## config.mk

```make
export PLATFORM = sky130hd
export DESIGN_NAME = out_port_arb
export DESIGN_NICKNAME = d
export VERILOG_FILES = /design/src/rtl/out_port_arb_pkg.sv /design/src/rtl/out_port_arb_rr_arb5.sv /design/src/rtl/out_port_arb.sv
export SDC_FILE = /design/constraint.sdc
export NUM_CORES = 1
export LEC_CHECK = 0
export ABC_AREA = 0
export CAP_MARGIN = 20
export CORE_MARGIN = 8
export CORE_UTILIZATION = 51
export DETAILED_ROUTE_END_ITERATION = 8
export PLACE_DENSITY = 0.92
export SYNTH_ARGS = -nofsm -noshare
export SYNTH_HDL_FRONTEND = slang
export SYNTH_SLANG_ARGS = --single-unit
```

## constraint.sdc

```tcl
create_clock -name clk -period 12.3 [get_ports clk]
set_clock_uncertainty 0.15 [all_clocks]
set_input_delay 2.46 -clock clk [delete_from_list [all_inputs] [get_ports clk]]
set_output_delay 2.46 -clock clk [all_outputs]
set_load 0.05 [all_outputs]
```

## src/rtl/out_port_arb_pkg.sv

```systemverilog
// Shared node definitions: port directions, port count and small grant helpers
// used by the output-port arbiter and its round-robin picker.
package out_port_arb_pkg;

  localparam int NUM_PORTS = 5;

  localparam logic [2:0] DIR_N = 3'd0;
  localparam logic [2:0] DIR_W = 3'd1;
  localparam logic [2:0] DIR_S = 3'd2;
  localparam logic [2:0] DIR_E = 3'd3;
  localparam logic [2:0] DIR_B = 3'd4;

  function automatic logic [2:0] onehot_to_idx(input logic [NUM_PORTS-1:0] vec);
    logic [2:0] idx;
    idx = DIR_N;
    for (int k = 0; k < NUM_PORTS; k++) begin
      if (vec[k]) idx = 3'(k);
    end
    return idx;
  endfunction

  // Pointer moves just past the winner so it gets the lowest priority next time.
  function automatic logic [2:0] next_rr(input logic [2:0] idx);
    return (idx == DIR_B) ? DIR_N : idx + 3'd1;
  endfunction

endpackage

```

## src/rtl/out_port_arb_rr_arb5.sv

```systemverilog
// Five-way rotating-priority picker: first requester found searching upward
// from ptr (modulo 5) wins; en low forces an all-zero grant.
module rr_arb5
  import out_port_arb_pkg::*;
(
  input  logic [NUM_PORTS-1:0] req,
  input  logic [2:0]           ptr,
  input  logic                 en,
  output logic [NUM_PORTS-1:0] gnt
);

  logic       found;
  logic [2:0] idx;

  always_comb begin
    gnt   = '0;
    found = 1'b0;
    idx   = DIR_N;
    for (int k = 0; k < NUM_PORTS; k++) begin
      idx = 3'((int'(ptr) + k) % NUM_PORTS);
      if (en && !found && req[idx]) begin
        gnt[idx] = 1'b1;
        found    = 1'b1;
      end
    end
  end

endmodule

```

## src/rtl/out_port_arb.sv

```systemverilog
// Output port: round-robin arbitration of five input buffers into a small
// output FIFO draining to the link. Define OUT_PORT_ARB_FLIT_CNT_EN for flit_cnt.
module out_port_arb
  import out_port_arb_pkg::*;
#(
  parameter int PYLD_W = 23,
  parameter int DEPTH  = 2
) (
  input  logic                          clk,
  input  logic                          rst,
  input  logic [NUM_PORTS-1:0]          arb_req,
  input  logic [NUM_PORTS*PYLD_W-1:0]   payload_in,
  input  logic                          pg_en,
  output logic [NUM_PORTS-1:0]          arb_gnt,
  output logic                          obuf_rdy,
  output logic                          link_vld,
  input  logic                          link_rdy,
  output logic [PYLD_W-1:0]             link_pyld
`ifdef OUT_PORT_ARB_FLIT_CNT_EN
  ,output logic [15:0]                  flit_cnt
`endif
);

  localparam int PTR_W = $clog2(DEPTH);
  localparam int CNT_W = $clog2(DEPTH + 1);
  localparam logic [PTR_W-1:0] LAST_SLOT = PTR_W'(DEPTH - 1);

  logic [PTR_W-1:0]  head;
  logic [PTR_W-1:0]  tail;
  logic [CNT_W-1:0]  count;
  logic [2:0]        rr_ptr;
  logic [PYLD_W-1:0] mem [DEPTH];
  logic              push;
  logic              pop;
  logic [2:0]        gnt_idx;

  rr_arb5 u_rr_arb5 (
    .req (arb_req),
    .ptr (rr_ptr),
    .en  (~pg_en),
    .gnt (arb_gnt)
  );

  // Readiness looks only at the current count, so a full FIFO never bypasses a pop.
  assign obuf_rdy  = (count < CNT_W'(DEPTH)) & ~pg_en;
  assign push      = (|arb_gnt) & obuf_rdy;
  assign link_vld  = (count != '0);
  assign pop       = link_vld & link_rdy;
  assign gnt_idx   = onehot_to_idx(arb_gnt);
  assign link_pyld = mem[head];

  always_ff @(posedge clk) begin
    if (rst) begin
      head   <= '0;
      tail   <= '0;
      count  <= '0;
      rr_ptr <= DIR_N;
    end else begin
      if (push) begin
        tail   <= (tail == LAST_SLOT) ? '0 : tail + 1'b1;
        rr_ptr <= next_rr(gnt_idx);
      end
      if (pop) begin
        head <= (head == LAST_SLOT) ? '0 : head + 1'b1;
      end
      case ({push, pop})
        2'b10:   count <= count + 1'b1;
        2'b01:   count <= count - 1'b1;
        default: count <= count;
      endcase
    end
  end

  // Storage is deliberately left out of reset; only the pointers matter.
  always_ff @(posedge clk) begin
    if (push && !rst) begin
      mem[tail] <= payload_in[int'(gnt_idx)*PYLD_W +: PYLD_W];
    end
  end

`ifdef OUT_PORT_ARB_FLIT_CNT_EN
  always_ff @(posedge clk) begin
    if (rst) begin
      flit_cnt <= '0;
    end else if (pop && flit_cnt != 16'hFFFF) begin
      flit_cnt <= flit_cnt + 16'd1;
    end
  end
`endif

endmodule

```

* Word level (Yosys, flattened, before mapping)
Memories as Yosys holds them, arrays and structs flattened. A register that Yosys moved wholly into a read port is not among the register bits. Index checks and enable logic that the tools add are counted.
Cells by class: add/subtract/negate cells 9, $mul 1, divide/modulo/power cells 5, $lt $le $gt $ge 11, equal/unequal tests 3, shifts and indexed selects 1, mux-type cells 41, bitwise logic cells 8, reductions and logical operators 23
Operators with widths (number):
- 32-bit by 4-bit remainder unit with 32-bit output, second input constant | 4
- 115-bit by 9-bit indexed part select with 23-bit output | 1
- 4-bit by 4-bit remainder unit with 32-bit output, second input constant | 1
- 5-bit 2-to-1 mux | 5
- 1-bit 2-to-1 mux | 21
- 3-bit by 4-bit < comparator with 1-bit output, second input constant | 5
- 5-bit OR | 4
- 1-bit binary-select mux with 3-bit select | 5
- 1-bit demux with 3-bit select | 5
- 3-bit by 1-bit greater-or-equal comparator with 1-bit output, second input constant | 5
- 1-bit logical AND | 15
- 3-bit by 2-bit adder with 4-bit output, second input constant | 2
- 3-bit by 5-bit multiplier with 8-bit output, second input constant | 1
- 3-bit 2-to-1 mux | 2
- 1-bit logical NOT | 5
- 5-bit OR reduction | 1
- 3-bit by 1-bit adder with 4-bit output, second input constant | 1
- 3-bit by 3-bit adder with 4-bit output, second input constant | 1
- 2-bit 2-to-1 mux | 2
- 2-bit one-hot mux with 2 select lines | 1
- 2-bit nonzero test | 2
- 3-bit by 1-bit adder with 3-bit output, second input constant | 1
- 1-bit AND | 3
- 3-bit equality test, second input constant | 1
- other kinds (7) | 8
Storage, ports and cells: register bits 7, latch bits 0, RAM bits 46, bits in read-only memories 0, input port bits 124, output and inout bits 30, logic and storage cells 107, memories kept 1
Memory list:
- mem | words 2, bits a word 23, rd ports 1, clocked after memory_dff 1, write ports 1, RTL line out_port_arb.sv:32 | logic [PYLD_W-1:0] mem [DEPTH];

* Depth between registers and ports, before layout
Gate-level depths: netlist of the first run.
depth after elaboration 27, depth in mapped cells 27, depth with buffers taken out 24

* Cells and area by module
Synthesis of the first run repeated with hierarchy kept, for this count alone.
Second synthesis, totals: cells, all modules 542, area, all modules 5072.4 µm²
Modules (own cells, without submodules):
- out_port_arb | times used 1, cells each 276, area each 3254.4 µm², seq. area each 1541.5 µm²
- rr_arb5 | times used 1, cells each 266, area each 1818.0 µm², seq. area each 0.0 µm²

* Least setup slack after synthesis of the first run
Ideal clock, no wire load.
path type flip-flop to output port, from reg rr_ptr[0], to out arb_gnt[3], arrival time 5595 ps, data required time 9690 ps, slack 4095 ps, cell stages (with the launch flop) 23, buffers on the path 5, cells stage by stage dfxtp_1 buf_2 clkinv_1 buf_1 ha_1 clkbuf_1 inv_1 ha_1 clkbuf_1 nor3_1 o21ai_0 nand2_1 ha_1 nor2b_1 o221a_2 nor3_1 nor4b_1 or2_1 o32a_2 nor4b_2 nor2_1 nor2_2 clkbuf_1
On the way: word-level cells in the longest chain between the ends 21, elaborated cells between the ends (all ways) 70, classes of those cells add/sub: 4; div: 5; order compare: 10; mux: 29; bitwise: 4; reduce/logical: 18
Ends and longest elaborated chain:
- start, declared | RTL line out_port_arb.sv:31 | logic [2:0] rr_ptr;
- start signal, assigned | RTL line out_port_arb.sv:61 | rr_ptr <= next_rr(gnt_idx);
- branches (longest 20 deep; another with 32-bit by 4-bit remainder unit with 32-bit output)
- 5-bit 2-to-1 mux * | RTL line out_port_arb_rr_arb5.sv:21 | if (en && !found && req[idx]) begin
- end, declared | RTL line out_port_arb.sv:14 | output logic [NUM_PORTS-1:0] arb_gnt,
Every way passes the cells marked *. The select of a mux whose other input is x is not followed.

* Worst setup path after layout of the first run
Same ends and word-level chain as after synthesis.

==> results of run 1 <==
-- critical path, delay by kind of cell, from the launching register on --
kind,cells,cell delay [ns]
AO/OA/AOI/OAI,4,1.12
buffers and inverters,5,2.20
flip-flops,1,0.32
AND/OR/NAND/NOR,8,2.48
adder cells (fa/ha/maj),4,1.36
-- synthesized netlist by cell type (all sizes together) (5+ instances only) --
library cell,number
a221o,23
buf,12
or2,6
dfxtp,8
o21ai,18
nor2b,5
mux2,49
edfxtp,46
nor3,9
nor2,25
xnor2,8
and2,5
mux2i,10
a21oi,26
clkbuf,17
a22o,24
o211ai,5
ha,24
nand2b,10
o22ai,6
inv,28
o31ai,5
a31oi,8
nand2,11
a21o,5
-- where the power goes --
| group | leakage (nW) | total, mW | switching [mW] | internal, mW |
|---|---|---|---|---|
| sequential | 0.483 | 0.328 | 0.0353 | 0.292 |
| combinational | 1.84 | 1.16 | 0.699 | 0.462 |
| clock | 0.0683 | 0.139 | 0.0580 | 0.0815 |
| total | 2.40 | 1.63 | 0.792 | 0.836 |
-- layer usage --
metal  GRT usage, %  vias to the layer above
met5              0                        -
met4          10.04                        0
met3          4.207                       40
met2          45.36                      245
met1          26.13                     2232
li1               -                     2159
-- kinds of logic after synthesis --
| logic type | share of synthesized area, % |
|---|---|
| xor+xnor | 2.156 |
| buf+inv | 4.857 |
| mux | 14.55 |
| compound gates | 27.43 |
| flops | 32.00 |
| simple gates | 12.78 |
| fa+ha+maj | 6.234 |
-- metrics by stage --
| step | total power [mW] | instances | setup slack [ns] | util [%] | hold WS (ns) |
|---|---|---|---|---|---|
| 2_1_floorplan | 1.151 | 476 | 4.095 | - | 0.3311 |
| 3_3_place_gp | 1.424 | 715 | 2.627 | 69.51 | 0.3446 |
| 3_5_place_dp | 1.463 | 715 | 2.310 | 69.51 | 0.3608 |
| 4_1_cts | 1.613 | 723 | 1.963 | 71.01 | 0.3832 |
| 5_1_grt | 1.719 | 725 | 1.341 | 71.33 | 0.4069 |
| 6_report | 1.628 | 725 | 1.876 | 71.33 | 0.3770 |
-- layout make-up --
| type | instances | area share [%] |
|---|---|---|
| Multi-Input combinational cell | 364 | 46.37 |
| Clock inverter | 3 | 1.049 |
| Antenna cell | 1 | 0.03815 |
| Clock buffer | 5 | 1.049 |
| Inverter | 29 | 1.659 |
| Sequential cell | 54 | 23.50 |
| Tap cell | 111 | 2.117 |
| Timing Repair Buffer | 158 | 24.22 |
-- worst paths after layout --
| kind | depth (start not counted) | endpoint | startpoint | slack [ns] |
|---|---|---|---|---|
| worst max-delay path | 21 | arb_gnt[3] | rr_ptr[0] | 1.88 |
| worst min-delay path | 2 | flop | head | 0.38 |
| worst max register to register | 22 | mem[1][20] | rr_ptr[0] | 4.32 |
| worst min register to register | 2 | flop | head | 0.38 |
-- state kept, by name (all words and copies together), names as in the netlist, named ones only --
signal  count
count       2
mem        46
rr_ptr      3
tail        1
head        1
==> run_results.csv, run 1 <==
group,metric,value,unit
run_status,outcome,"finished clean",
sta,fmax,95.93,MHz
drt,drtIter0Drc,336,
drt,highest_layer,"met4",
sta,maxSlewViolCount,0,
floorplanning,dieArea,12810,sq um
drt,routedWlPerCell,22.56,um
cells_and_area,multi_input_area,3042,sq um
worst_setup_path,path_cells,"buf_4 > clkinv_1 > ha_1 > inv_1 > ha_1 > inv_1 > ha_1 > nor3_1 > o21ai_0 > nand2_1 > ha_1 > nor2b_1 > o21ai_0 > o21ai_0 > nor4b_1 > or2_1 > o32a_2 > nor4b_2 > nor2_1 > nor2_2 > clkdlybuf4s50_1",
drt,drtPass1Iterations,7,
sta,slew-limit-headroom,27.80,%
clock_tree,root_buffer,"clkbuf_8",
sta,period_minus_slack,10.42,ns
cells_and_area,layout_commonest_cell,"clkdlybuf4s50_1",
yosys,yosys-top-cells-area,"edfxtp_1, mux2_2, ha_1",
flow_run,drv_cap,0,
sta,tns,0,ns
hold_path,min_path_type,"reg2reg",
yosys,yosys_register_bits,54,
clock_tree,clk_latency,0.30,ns
grt,grt_pass1_vias,4622,
floorplanning,die_h,113.2,um
pwr,p_per_area,248.1,nW/um^2
clock_tree,numCtsBuffers,5,
grt,grtUsageTotal,24.20,%
yosys,synth-edff-count,46,
cells_and_area,fin_area,6560,sq um
yosys,synth.cell_area,4817,sq um
floorplanning,rows,35,
worst_setup_path,crit_type,"reg2out",
grt,antenna_found_initial,1,
drt,wl_met3,1305,um
drt,routed_wl,16360,um
drt,wl_met2,8484,um
yosys,synthArstFlopShare,0,%
floorplanning,fp.coreArea,9196,sq um
worst_setup_path,critPathSlowestCell,"clkdlybuf4s50_1",
sta,worst_pin_slew,1.080,ns
yosys,synth_fp_nets,624,
floorplanning,ios,154,
cells_and_area,drive_above_1_share,11.42,%
yosys,synth_top_area_share,28.68,%
placed_design,io_buffers,153,
pwr,p_leak,2.396,nW
placed_design,gp_congestion,0.9699,
cells_and_area,fill_cells,642,
pwr,vdd_drop_max,150.0,uV
sta,hold_viol_final,0,
drt,viasPerCell,6.450,
worst_setup_path,worstPathArrival,7.81,ns
yosys,ys_types,80,
clock_tree,cts_buffer_depth,2,
yosys,yosys_most_used_dff,"edfxtp_1",
clock_tree,cts_tree,"yes",
worst_setup_path,cp_max_fo,38,
sta,min_period_over_period,84.75,%
yosys,synth_area_per_cell,10.12,sq um
drt,wl_met1,5979,um
clock_tree,cts_sinks,54,
clock_tree,cts_resized,0,
grt,grt_overflow,0,
grt,grt_max_degree,39,
floorplanning,die_width,113.2,um
drt,via_count,4676,
clock_tree,cts_hold_buf,0,
worst_setup_path,required,9.69,ns
drt,drcViolationCount,0,
yosys,synthCells,476,
yosys,yosysSeqAreaShare,32.00,%
sta,rsz0062_at_grt,"false",
cells_and_area,synthToLayoutAreaGrowth,36.18,%
worst_setup_path,startpoint_type,"flop",
floorplanning,start_util,52.38,%
worst_setup_path,crit_top_cell,"ha_1",
yosys,yosysWarningCount,0,
clock_tree,post-cts-setup-buffers,0,
clock_tree,htreeDepth,2,
cells_and_area,register_area,1541,sq um
cells_and_area,nNetsFinal,760,
drt,ant_nets,0,
worst_setup_path,critPathMaxStageDelay,0.97,ns
worst_setup_path,end_kind,"output pin",
yosys,synth_top_area_cell,"edfxtp_1",
placed_design,place_area,6392,sq um
sta,setup-violations-final,0,
cells_and_area,layout_common_cells,"clkdlybuf4s50_1, edfxtp_1, mux2_2",
clock_tree,clk_pin_slew,0.09,ns
grt,grt_pass1_wl,24730,um
placed_design,hpwl,12220,um
(Power assumes the default switching activity.)
==> run 2, diff against run 1 <==
--- a/config.mk
+++ b/config.mk
@@ -8,9 +8,9 @@
 export ABC_AREA = 0
 export CAP_MARGIN = 20
 export CORE_MARGIN = 8
-export CORE_UTILIZATION = 51
+export CORE_UTILIZATION = 48
 export DETAILED_ROUTE_END_ITERATION = 8
-export PLACE_DENSITY = 0.92
+export PLACE_DENSITY = 0.88
 export SYNTH_ARGS = -nofsm -noshare
 export SYNTH_HDL_FRONTEND = slang
 export SYNTH_SLANG_ARGS = --single-unit
==> constraint.sdc (replaced) <==
create_clock -name clk -period 10.3 [get_ports clk]
set_clock_uncertainty 0.15 [all_clocks]
set_input_delay 2.06 -clock clk [delete_from_list [all_inputs] [get_ports clk]]
set_output_delay 2.06 -clock clk [all_outputs]
set_load 0.05 [all_outputs]
==> run 2 against run 1 <==
  * Wire length down 0.14%
  * Combinational power up 19%
  * Sequential share of layout area about the same
  * Flip-flop and latch count did not move
  * Final area shrank 0.21%
  * Setup slack worse by 0.49 ns
  * Cell count grew 3.2%
  * Hold slack gained 0.0082 ns
  * Sequential power rose by 19%
  * First-iteration DRC count decreased by 0.30%
  * Largest cell class unchanged
  * Largest power group unchanged
  * Highest routed layer unchanged
==> run_results.csv, run 2 (synthesized netlist as in run 1, its figures left out) <==
group,metric,value,unit
run_status,outcome,"finished clean",
clock_tree,clk_pin_slew,0.09,ns
clock_tree,clk_latency,0.30,ns
cells_and_area,fill_cells,758,
clock_tree,cts_tree,"yes",
clock_tree,cts_sinks,54,
pwr,p_leak,2.376,nW
worst_setup_path,r2r_cells,21,
drt,wl_met3,1070,um
floorplanning,dieArea,13500,sq um
cells_and_area,register_area,1541,sq um
hold_path,min_path_type,"reg2reg",
grt,grt_pass1_wl,24220,um
worst_setup_path,worstPathArrival,6.71,ns
floorplanning,rows,36,
drt,drtIter0Drc,335,
cells_and_area,num_antenna_cells,0,
clock_tree,cts_resized,0,
flow_run,drv_cap,0,
cells_and_area,synthToLayoutAreaGrowth,35.90,%
cells_and_area,regMostFlops,"mem",
floorplanning,die_width,116.2,um
placed_design,io_buffers,153,
floorplanning,ios,154,
floorplanning,fp.coreArea,9774,sq um
hold_path,hold_depth,2,
drt,wl_met2,8447,um
sta,fmax,112.1,MHz
floorplanning,die_h,116.2,um
cells_and_area,fin_area,6546,sq um
drt,drcViolationCount,0,
cells_and_area,largest_reg_flops,46,
grt,grtUsageTotal,22.75,%
placed_design,place_area,6435,sq um
sta,worst_pin_slew,1.113,ns
drt,routed_wl,16340,um
clock_tree,cts_hold_buf,0,
sta,slew-limit-headroom,25.55,%
drt,ant_nets,0,
placed_design,hpwl,12710,um
worst_setup_path,required,8.09,ns
cells_and_area,layout_commonest_cell,"clkdlybuf4s50_1",
pwr,p_per_area,288.6,nW/um^2
placed_design,gp_congestion,0.9626,
grt,grt_pass1_vias,4477,
sta,min_period_over_period,86.58,%
worst_setup_path,cp_max_fo,24,
drt,viasPerCell,6.144,
cells_and_area,layout_common_cells,"clkdlybuf4s50_1, edfxtp_1, mux2_2",
cells_and_area,drive_above_1_share,11.38,%
drt,via_count,4596,
grt,grt_overflow,0,
cells_and_area,multi_input_area,3042,sq um
worst_setup_path,end_kind,"output pin",
drt,routedWlPerCell,21.84,um
floorplanning,start_util,49.28,%
cells_and_area,nNetsFinal,762,
clock_tree,post-cts-setup-buffers,0,
pwr,vdd_drop_max,130.9,uV
grt,antenna_found_initial,0,
cells_and_area,reg.largest.list,"mem: 46 flops, rr_ptr: 3 flops, count: 2 flops",
drt,highest_layer,"met4",
sta,rsz0062_at_grt,"false",
clock_tree,root_buffer,"clkbuf_8",
worst_setup_path,startpoint_type,"flop",
clock_tree,htreeDepth,2,
sta,setup-violations-final,0,
sta,period_minus_slack,8.917,ns
grt,grt_max_degree,38,
sta,tns,0,ns
clock_tree,numCtsBuffers,5,
worst_setup_path,crit_type,"reg2out",
drt,wl_met1,6531,um
sta,maxSlewViolCount,0,
sta,hold_viol_final,0,
drt,drtPass1Iterations,5,
clock_tree,cts_buffer_depth,2,
[run 2: changes by cell type in the layout (fill, tap and decap cells not counted)]
cell / change
buf_4: +2
clkinvlp_4: +1
diode_2: -1
clkinv_4: -1
bufinv_16: -2
clkbuf_1: +2
[run 2: final timing paths]
kind              from         end  slack (ns)
max reg2reg  rr_ptr[1]  mem[1][10]        2.71
max          rr_ptr[1]  arb_gnt[2]        1.38
min reg2reg       head        head        0.39
min               head        head        0.39
[run 2: layout make-up]
class | count | share of cell area, %
well taps | 133 | 2.542
clock inverters | 1 | 0.1147
flip-flops and latches | 54 | 23.55
repair buffers | 160 | 24.50
multi-input cells | 364 | 46.46
inverters | 29 | 1.663
clock buffers | 7 | 1.166
[run 2: routing by layer]
| metal | vias up | track usage (%) |
|---|---|---|
| met2 | 158 | 41.89 |
| met4 | 0 | 6.655 |
| met3 | 20 | 4.033 |
| met5 | - | 0 |
| met1 | 2259 | 26.18 |
| li1 | 2159 | - |
[run 2: worst max-delay path: stages (launching register included)]
cell and delay [ns]:
dfxtp_1 0.79, inv_1 0.24, ha_1 0.37, inv_1 0.10, ha_1 0.34, inv_1 0.14, ha_1 0.23, nor3_1 0.26
or3_1 0.19, nand2_1 0.12, ha_1 0.26, nor2b_1 0.17, o221a_2 0.30, nor3_1 0.27, nor4b_1 0.15, or2_1 0.26
o32a_2 0.44, nor4b_4 0.37, a41o_1 0.22, buf_4 0.29, clkdlybuf4s50_1 0.88
[run 2: per-stage QoR]
stage	std cells	setup WS (ns)	util, %	hold WS, ns	power (mW)
floorplan	476	2.495	-	0.3311	1.375
global placement	739	1.988	65.83	0.3466	1.717
detailed placement	739	1.826	65.83	0.3667	1.748
CTS	747	1.475	66.69	0.3897	1.866
global route	748	0.9128	66.97	0.4264	2.003
finish	748	1.383	66.97	0.3853	1.890
[run 2: power breakdown]
group | switching [mW] | internal (mW) | leakage [nW] | total [mW]
registers | 0.0411 | 0.349 | 0.483 | 0.390
clock network | 0.0696 | 0.0484 | 0.0385 | 0.118
logic | 0.828 | 0.554 | 1.85 | 1.38
total | 0.938 | 0.951 | 2.38 | 1.89
